`src/rtl/unified_mem_arbiter.sv`:
```
// rtl/unified_mem_arbiter.sv - shared instruction/data memory front end with RV32 lane handling
// Optional ARB_ROUND_ROBIN_EN: alternate grants under contention instead of data priority.
module unified_mem_arbiter #(
  parameter int ADDR_W   = 32,
  parameter int MAX_WAIT = 255
) (
  input  logic              clk,
  input  logic              rst,
  input  logic              i_req,
  input  logic [ADDR_W-1:0] i_addr,
  output logic              i_gnt,
  output logic              i_rvalid,
  output logic [31:0]       i_rdata,
  output logic              i_err,
  input  logic              d_req,
  input  logic              d_we,
  input  logic [ADDR_W-1:0] d_addr,
  input  logic [31:0]       d_wdata,
  input  logic [2:0]        d_funct3,
  output logic              d_gnt,
  output logic              d_rvalid,
  output logic [31:0]       d_rdata,
  output logic              d_err,
  output logic              mem_req,
  output logic              mem_we,
  output logic [ADDR_W-1:0] mem_addr,
  output logic [3:0]        mem_be,
  output logic [31:0]       mem_wdata,
  input  logic [31:0]       mem_rdata,
  input  logic              mem_ready
);

  localparam logic [1:0] S_IDLE   = 2'd0;
  localparam logic [1:0] S_ACCESS = 2'd1;
  localparam logic [1:0] S_RESP   = 2'd2;

  localparam int CNT_W = (MAX_WAIT < 2) ? 1 : $clog2(MAX_WAIT);
  localparam logic [CNT_W-1:0] WAIT_LAST = CNT_W'(MAX_WAIT - 1);

  logic [1:0]       r_state;
  logic             r_owner;
  logic [1:0]       r_lane;
  logic [2:0]       r_funct3;
  logic             r_store;
  logic [CNT_W-1:0] r_wait;

  logic              w_idle;
  logic              w_pick_data;
  logic              w_grant;
  logic [ADDR_W-1:0] w_addr;
  logic [2:0]        w_f3;
  logic              w_we;
  logic              w_fault;
  logic [3:0]        w_be;
  logic [31:0]       w_wdata;
  logic [15:0]       w_lane_word;
  logic [31:0]       w_load;

  assign w_idle = (r_state == S_IDLE) & ~rst;

`ifdef ARB_ROUND_ROBIN_EN
  logic r_last_owner;
  assign w_pick_data = d_req & ~(i_req & r_last_owner);
`else
  assign w_pick_data = d_req;
`endif

  assign d_gnt   = w_idle & w_pick_data;
  assign i_gnt   = w_idle & i_req & ~w_pick_data;
  assign w_grant = d_gnt | i_gnt;

  // Fetches look like aligned word loads to the shared checks below.
  assign w_addr = w_pick_data ? d_addr : i_addr;
  assign w_f3   = w_pick_data ? d_funct3 : 3'b010;
  assign w_we   = w_pick_data & d_we;

  always_comb begin
    w_fault = 1'b0;
    case (w_f3)
      3'b000:         w_fault = 1'b0;
      3'b001:         w_fault = w_addr[0];
      3'b010:         w_fault = |w_addr[1:0];
      3'b100, 3'b101: w_fault = w_we;
      default:        w_fault = 1'b1;
    endcase
  end

  always_comb begin
    w_be    = 4'b1111;
    w_wdata = d_wdata;
    case (w_f3[1:0])
      2'b00: begin
        w_be    = 4'b0001 << w_addr[1:0];
        w_wdata = {4{d_wdata[7:0]}};
      end
      2'b01: begin
        w_be    = 4'b0011 << w_addr[1:0];
        w_wdata = {2{d_wdata[15:0]}};
      end
      default: ;
    endcase
    if (!w_we) w_wdata = '0;
  end

  assign w_lane_word = 16'(mem_rdata >> {r_lane, 3'b000});

  always_comb begin
    w_load = mem_rdata;
    if (r_store) begin
      w_load = '0;
    end else begin
      case (r_funct3)
        3'b000:  w_load = {{24{w_lane_word[7]}}, w_lane_word[7:0]};
        3'b001:  w_load = {{16{w_lane_word[15]}}, w_lane_word};
        3'b100:  w_load = {24'd0, w_lane_word[7:0]};
        3'b101:  w_load = {16'd0, w_lane_word};
        default: w_load = mem_rdata;
      endcase
    end
  end

  always_ff @(posedge clk or posedge rst) begin
    if (rst) begin
      r_state   <= S_IDLE;
      r_owner   <= 1'b0;
      r_lane    <= '0;
      r_funct3  <= '0;
      r_store   <= 1'b0;
      r_wait    <= '0;
      i_rvalid  <= 1'b0;
      i_rdata   <= '0;
      i_err     <= 1'b0;
      d_rvalid  <= 1'b0;
      d_rdata   <= '0;
      d_err     <= 1'b0;
      mem_req   <= 1'b0;
      mem_we    <= 1'b0;
      mem_addr  <= '0;
      mem_be    <= '0;
      mem_wdata <= '0;
`ifdef ARB_ROUND_ROBIN_EN
      r_last_owner <= 1'b0;
`endif
    end else begin
      i_rvalid <= 1'b0;
      d_rvalid <= 1'b0;
      case (r_state)
        S_IDLE: begin
          if (w_grant) begin
            r_owner  <= w_pick_data;
            r_lane   <= w_addr[1:0];
            r_funct3 <= w_f3;
            r_store  <= w_we;
`ifdef ARB_ROUND_ROBIN_EN
            r_last_owner <= w_pick_data;
`endif
            if (w_fault) begin
              r_state <= S_RESP;
              if (w_pick_data) begin
                d_rvalid <= 1'b1;
                d_err    <= 1'b1;
              end else begin
                i_rvalid <= 1'b1;
                i_err    <= 1'b1;
              end
            end else begin
              r_state   <= S_ACCESS;
              r_wait    <= '0;
              mem_req   <= 1'b1;
              mem_we    <= w_we;
              mem_addr  <= {w_addr[ADDR_W-1:2], 2'b00};
              mem_be    <= w_be;
              mem_wdata <= w_wdata;
            end
          end
        end
        S_ACCESS: begin
          if (mem_ready) begin
            mem_req <= 1'b0;
            r_state <= S_RESP;
            if (r_owner) begin
              d_rvalid <= 1'b1;
              d_rdata  <= w_load;
            end else begin
              i_rvalid <= 1'b1;
              i_rdata  <= mem_rdata;
            end
          end else if (r_wait == WAIT_LAST) begin
            mem_req <= 1'b0;
            r_state <= S_RESP;
            if (r_owner) begin
              d_rvalid <= 1'b1;
              d_err    <= 1'b1;
            end else begin
              i_rvalid <= 1'b1;
              i_err    <= 1'b1;
            end
          end else begin
            r_wait <= r_wait + 1'b1;
          end
        end
        S_RESP: begin
          r_state <= S_IDLE;
          i_rdata <= '0;
          i_err   <= 1'b0;
          d_rdata <= '0;
          d_err   <= 1'b0;
        end
        default: r_state <= S_IDLE;
      endcase
    end
  end

endmodule

```
`config.mk`:
```
export PLATFORM = sky130hd
export DESIGN_NAME = unified_mem_arbiter
export DESIGN_NICKNAME = d
export VERILOG_FILES = /design/src/rtl/unified_mem_arbiter.sv
export SDC_FILE = /design/constraint.sdc
export NUM_CORES = 1
export LEC_CHECK = 0
export ABC_AREA = 0
export BUFFER_PORTS_ARGS = -buffer_cell sky130_fd_sc_hd__buf_4
export CAP_MARGIN = 25
export CORE_MARGIN = 1.5
export CORE_UTILIZATION = 45
export DETAILED_ROUTE_END_ITERATION = 7
export PLACE_DENSITY = 0.77
export SYNTH_ARGS = -nofsm -noshare
export SYNTH_HDL_FRONTEND = slang
export SYNTH_SLANG_ARGS = --single-unit
```
`constraint.sdc`:
```
create_clock -name clk -period 4.39 [get_ports clk]
set_input_delay 0.6585 -clock clk [delete_from_list [all_inputs] [get_ports clk]]
set_output_delay 0.6585 -clock clk [all_outputs]
set_load 0.05 [all_outputs]
```
* Yosys cells after proc, flatten, opt, wreduce, memory -nomap -nowiden
Index checks and enable logic that the tools add are counted.
Word-level totals: bits in registers 153, bits in latches 0, RAM bits 0, ROM bits 0, bits of input ports 137, output and inout port bits 140, word-level logic and storage cells 128, memories 0
Operators by class: $add $sub $neg 1, multipliers 0, divide/modulo/power cells 0, order comparisons 0, equal/unequal tests 23, shift-type cells 3, muxes and demuxes 57, bitwise operators 9, reduce and logical (&&, ||, !) cells 18
Operator list (count):
- two-way mux 32 bit | 7
- one-hot mux 32 bit (2 select lines) | 3
- one-hot mux 32 bit (4 select lines) | 1
- two-way mux 8 bit | 4
- right shift 32 x 5 -> 16 bit | 1
- two-way mux 1 bit | 28
- != test 2 bit (second input constant) | 11
- one-hot mux 8 bit (2 select lines) | 1
- AND reduction 7 bit | 2
- equality test 3 bit (second input constant) | 4
- AND reduction 3 bit | 3
- adder 8 x 1 -> 8 bit (second input constant) | 1
- equality test 8 bit (second input constant) | 1
- two-way mux 2 bit | 4
- one-hot mux 4 bit (2 select lines) | 1
- equality test 3 x 1 -> 1 bit (second input constant) | 2
- logical NOT 3 bit | 2
- one-hot mux 1 bit (2 select lines) | 3
- one-hot mux 1 bit (3 select lines) | 2
- AND 1 bit | 5
- AND reduction 5 bit | 1
- equality test 2 x 1 -> 1 bit (second input constant) | 2
- logical NOT 2 bit | 2
- one-hot mux 1 bit (4 select lines) | 1
- 14 further kinds | 19

* Logic depth before layout (Yosys ltp)
depth in word-level cells 7, depth in mapped cells 8, gate-level depth less buffers 8

* Worst setup path after synthesis
OpenSTA, ideal clock, no wires.
path type input port to flip-flop, start point in d_req, end point reg mem_wdata[0], library setup time 67 ps, arrival 2249 ps, data required time 4323 ps, path slack 2074 ps, stages 7, path buffers 4, path through clkbuf_1 and2_1 clkbuf_1 and3_1 buf_2 buf_2 a22o_1
Between the ends: elaborated cells on any way between the ends 18, classes of those cells eq/ne: 4; mux: 4; bitwise: 6; reduce/logical: 4
RTL lines:
- start: declaration | RTL line 15 | input logic d_req,
- AND 1 bit | RTL line 68 | assign d_gnt = w_idle & w_pick_data;
- named net d_gnt | RTL line 20 | output logic d_gnt,
- OR 1 bit | RTL line 70 | assign w_grant = d_gnt | i_gnt;
- AND reduction 3 bit (no line)
- end signal: assignment | RTL line 173 | mem_wdata <= w_wdata;
- end: declaration | RTL line 28 | output logic [31:0] mem_wdata,
The timed path passes the listed nets, and every way through them passes these cells. A chain may end at the register's enable or synchronous reset.

* Worst setup path in the final report
start point reg r_lane[1], end point reg d_rdata[17]
Between the ends: longest elaborated chain between the ends 6
Ends and longest elaborated chain:
- start: declaration | RTL line 42 | logic [1:0] r_lane;
- start signal: assignment | RTL line 151 | r_lane <= w_addr[1:0];
- right shift 32 x 5 -> 16 bit | RTL line 105 | assign w_lane_word = 16'(mem_rdata >> {r_lane, 3'b000});
- one-hot mux 32 bit (4 select lines) | RTL line 112 | case (r_funct3)
- two-way mux 32 bit | RTL line 109 | if (r_store) begin
- two-way mux 32 bit | RTL line 181 | if (r_owner) begin
- two-way mux 32 bit | RTL line 178 | if (mem_ready) begin
- one-hot mux 32 bit (2 select lines) | RTL line 147 | case (r_state)
- end signal: assignment | RTL line 183 | d_rdata <= w_load;
- end: declaration | RTL line 22 | output logic [31:0] d_rdata,
Every way passes these cells. The select of a mux whose other input is x is not followed.

==> out/results.md <==
- 28.0% — clock share of power
- 153 — clock sink total
- input port to async pin — min-delay worst type
- 277 — top-level port count
- 0 — Final Hold Violating Endpoints
- 6061 — via count of the first global-routing pass
- dfrtp_1 — most numerous cell in the Yosys netlist
- 4 — maximum level of the CTS H-tree
- 31 — maximum fanout encountered on the critical timing path
- no — setup repair after global routing missed its margin
- 2.259 mW — Net Sw Power
- 292.4 uV — largest vdd supply drop
- 274 — count of port buffers added during placement
- 6.511 ps — worst clock skew
- 37.4% — proportion of power drawn by combinational gates
- d_rdata[17] — reg2reg end
- 39.61% — P&R area growth vs syn
- finished, final reports clean — status
- 32750 um — global-route wire length before repair
- 50 — count of distinct cell types in the synthesized netlist
- flop to flop — Crit Path Category
- 0 — number of enable-type register cells in the synthesized netlist
- 420 ps — later-pin clock latency in the skew report
- 153 x dfrtp_1, 145 x o21ai_0, 111 x nand2_1 — most common library cells after synthesis
- 0 — antenna diode instance count
- 15770 sq um — core footprint
- 5.716 mW — Tot Pwr
- 502 — initial DRC count
- 3.456 mW — cell internal pwr
- 45.79% — initial core utilization
- 46 — Row Count
- 65 — pin count of the biggest net entering global routing
- flop — capturing element type of the critical path
- d_rdata[17] — critical path capture point
- 6521 — number of vias after detailed routing
- 0 ps — final-layout setup total negative slack
- built — TritonCTS clock tree
- 0 — number of design rule violations left after detail routing
- 0 — number of setup buffers added after CTS
- 0 — number of antenna violations at the first check in global routing
- 5 — total iterations of the first detailed-routing run
- 0 — hold-fix buffer count after cts
- r_lane[1] — reg-to-reg critical path startpoint
- 29.28% — worst relative slew slack
- 1570 ps — setup slack, reg-to-reg
- 0 — final count of negative-setup-slack endpoints
- 60 ps — Reg clk slew, reported paths
- 5 — FF-to-FF path depth
- 4740 ps — CP required
- 39.53% — switching power share of the total
- 129.7 um — Die X-Extent
- 0 — number of nets still failing antenna checks after routing
- 714 — Synth Instances
- 3180 ps — arrival time at the worst endpoint
- 3137 sq um — area of the multi-input gates
- dfrtp_1 53%, o21ai_0 10%, mux2i_1 9.6% — top cells by area, synth
- 3829 sq um — area occupied by registers
- dfrtp_1 — commonest register cell after synthesis
- 0 — number of warning messages in the yosys log
- 0 — total of max-cap violations
- 0 — post-cts sizing count
- 7222 sq um — Post-Synthesis Cell Area
- 354.0 MHz — highest clock frequency the design can meet
- 33.95% — share of layout cells above drive strength 1
- 18.37 um — drt wl/cell
- 17 — number of buffers created by CTS
- clkbuf_16 — clock tree root driver cell
- 64.35% — portion of the clock cycle consumed by the worst path in the final layout
- 4.966 nW — Lkg Pwr
- 25.57% — overall global routing resource usage
- 566.9 nW/um^2 — power density relative to cell area
- 1351 — Layout fillers
- 2825 ps — Final Critical Period
- flop — Setup crit start kind
- 10.11 sq um — mean area per synthesized cell
- 0.8269 — global placer's final weighted congestion
- 153 — flip-flop and latch count after synthesis
- 34.6% — sequential power share
- 16820 sq um — die outline area
- 2 — maximum buffer depth of the clock tree
- 21770 um — Routed WL
- 15660 um — dpl hpwl
- 5.503 — via-per-instance ratio
- 1098 — Final #Nets
- 53.01% — sequential share of the synthesized area
- 0 — Final Max Slew Viols
- 53.01% — fraction of synthesized cell area taken by the top area cell type
- 10080 sq um — post-route standard cell area excluding fillers
- 0 — total grt overflow
- 100.0% — share of async-settable or async-resettable flops after synthesis
- 129.7 um — Die Y-Extent
- dfrtp_1 — leading area contributor after synthesis
- 9443 sq um — instance area after placement
- 1057 ps — slew of the pin with the lowest slew margin
- r_lane[1] — Critical path origin
power by group through the flow:
stage | sequential [mW] | clock, mW | combinational (mW)
6_report | 1.98 | 1.60 | 2.14
5_1_grt | 2.02 | 1.67 | 2.26
4_1_cts | 1.97 | 1.61 | 2.15
3_5_place_dp | 1.99 | 0 | 2.15
3_3_place_gp | 1.98 | 0 | 2.10
2_1_floorplan | 2.81 | 0 | 0.560
cells in the final DEF (no fill, tap or decap), types with 3 or more instances in the layout:
master	synthesis	routed
a221o_1	16	16
buf_4	3	280
a22oi_1	3	3
o2bb2ai_1	22	22
clkbuf_16	0	17
inv_1	7	6
nand3_1	8	8
a21o_1	4	4
a22o_1	18	18
nor2b_1	4	4
mux2i_1	69	69
dfrtp_1	153	153
nand2b_1	4	4
and3_1	5	4
mux2_2	6	6
nor2_1	11	11
clkbuf_8	0	3
o22ai_1	4	4
a21oi_1	18	18
or2_2	4	4
nand3b_1	8	8
o21ai_0	145	145
nand2_1	111	111
nor3_1	8	8
bufinv_16	0	5
sequential cells by signal (all words and copies together), names as in the netlist, 2 cells and up:
signal and count:
mem_addr 30, mem_be 4, i_rdata 32, r_state 2, r_funct3 3, d_rdata 32
mem_wdata 32, r_wait 8, r_lane 2
critical path: stages, from the launching register on:
cell       delay [ps]
dfrtp_1           900
mux2i_1           210
mux2_4            310
or2_4             240
a2111oi_4         860
a221o_1           220
per-stage QoR:
| stage | utilization [%] | setup slack (ps) | std cells | hold WS (ps) |
|---|---|---|---|---|
| 6_report | 63.93 | 1565 | 1185 | 147.8 |
| 4_1_cts | 63.93 | 1623 | 1185 | 140.5 |
| 3_3_place_gp | 59.40 | 1578 | 1153 | 463.4 |
| 2_1_floorplan | - | 1801 | 715 | 488.9 |
| 3_5_place_dp | 59.88 | 1649 | 1156 | 477.6 |
| 5_1_grt | 63.93 | 1380 | 1185 | 142.2 |
routing by layer:
layer	vias to the layer above	track usage (%)	wire (um)
met5	-	0	0
met4	0	9.869	534
met3	36	6.193	1638
met2	319	41.27	10490
met1	3111	33.40	9108
li1	3055	-	-
worst min-delay path by stage:
stage / startpoint / end / slack (ps) / depth (start not counted)
after floorplan: r_store / r_store / 490 / 1
after global placement: mem_we / mem_we / 460 / 1
after detailed placement: d_rdata[1] / d_rdata[1] / 480 / 2
after CTS: rst / d_err / 140 / 2
after global routing: rst / d_err / 140 / 2
final: rst / i_rvalid / 150 / 2
cells by family after synthesis:
logic type	after synthesis	share of synthesized area, %
buf+inv	65	3.777
other cells	1	0.05193
simple gates	173	10.90
mux	76	10.71
compound gates	244	21.21
flops	153	53.01
fa+ha+maj	2	0.3464
final cells by class:
class | count | area share (%)
clock inverters | 8 | 1.675
flip-flops and latches | 153 | 37.97
inverters | 7 | 0.2978
clock buffers | 21 | 4.666
well taps | 216 | 2.681
multi-input cells | 497 | 31.11
repair buffers | 283 | 21.59
Power figures use the tool's default switching activity.
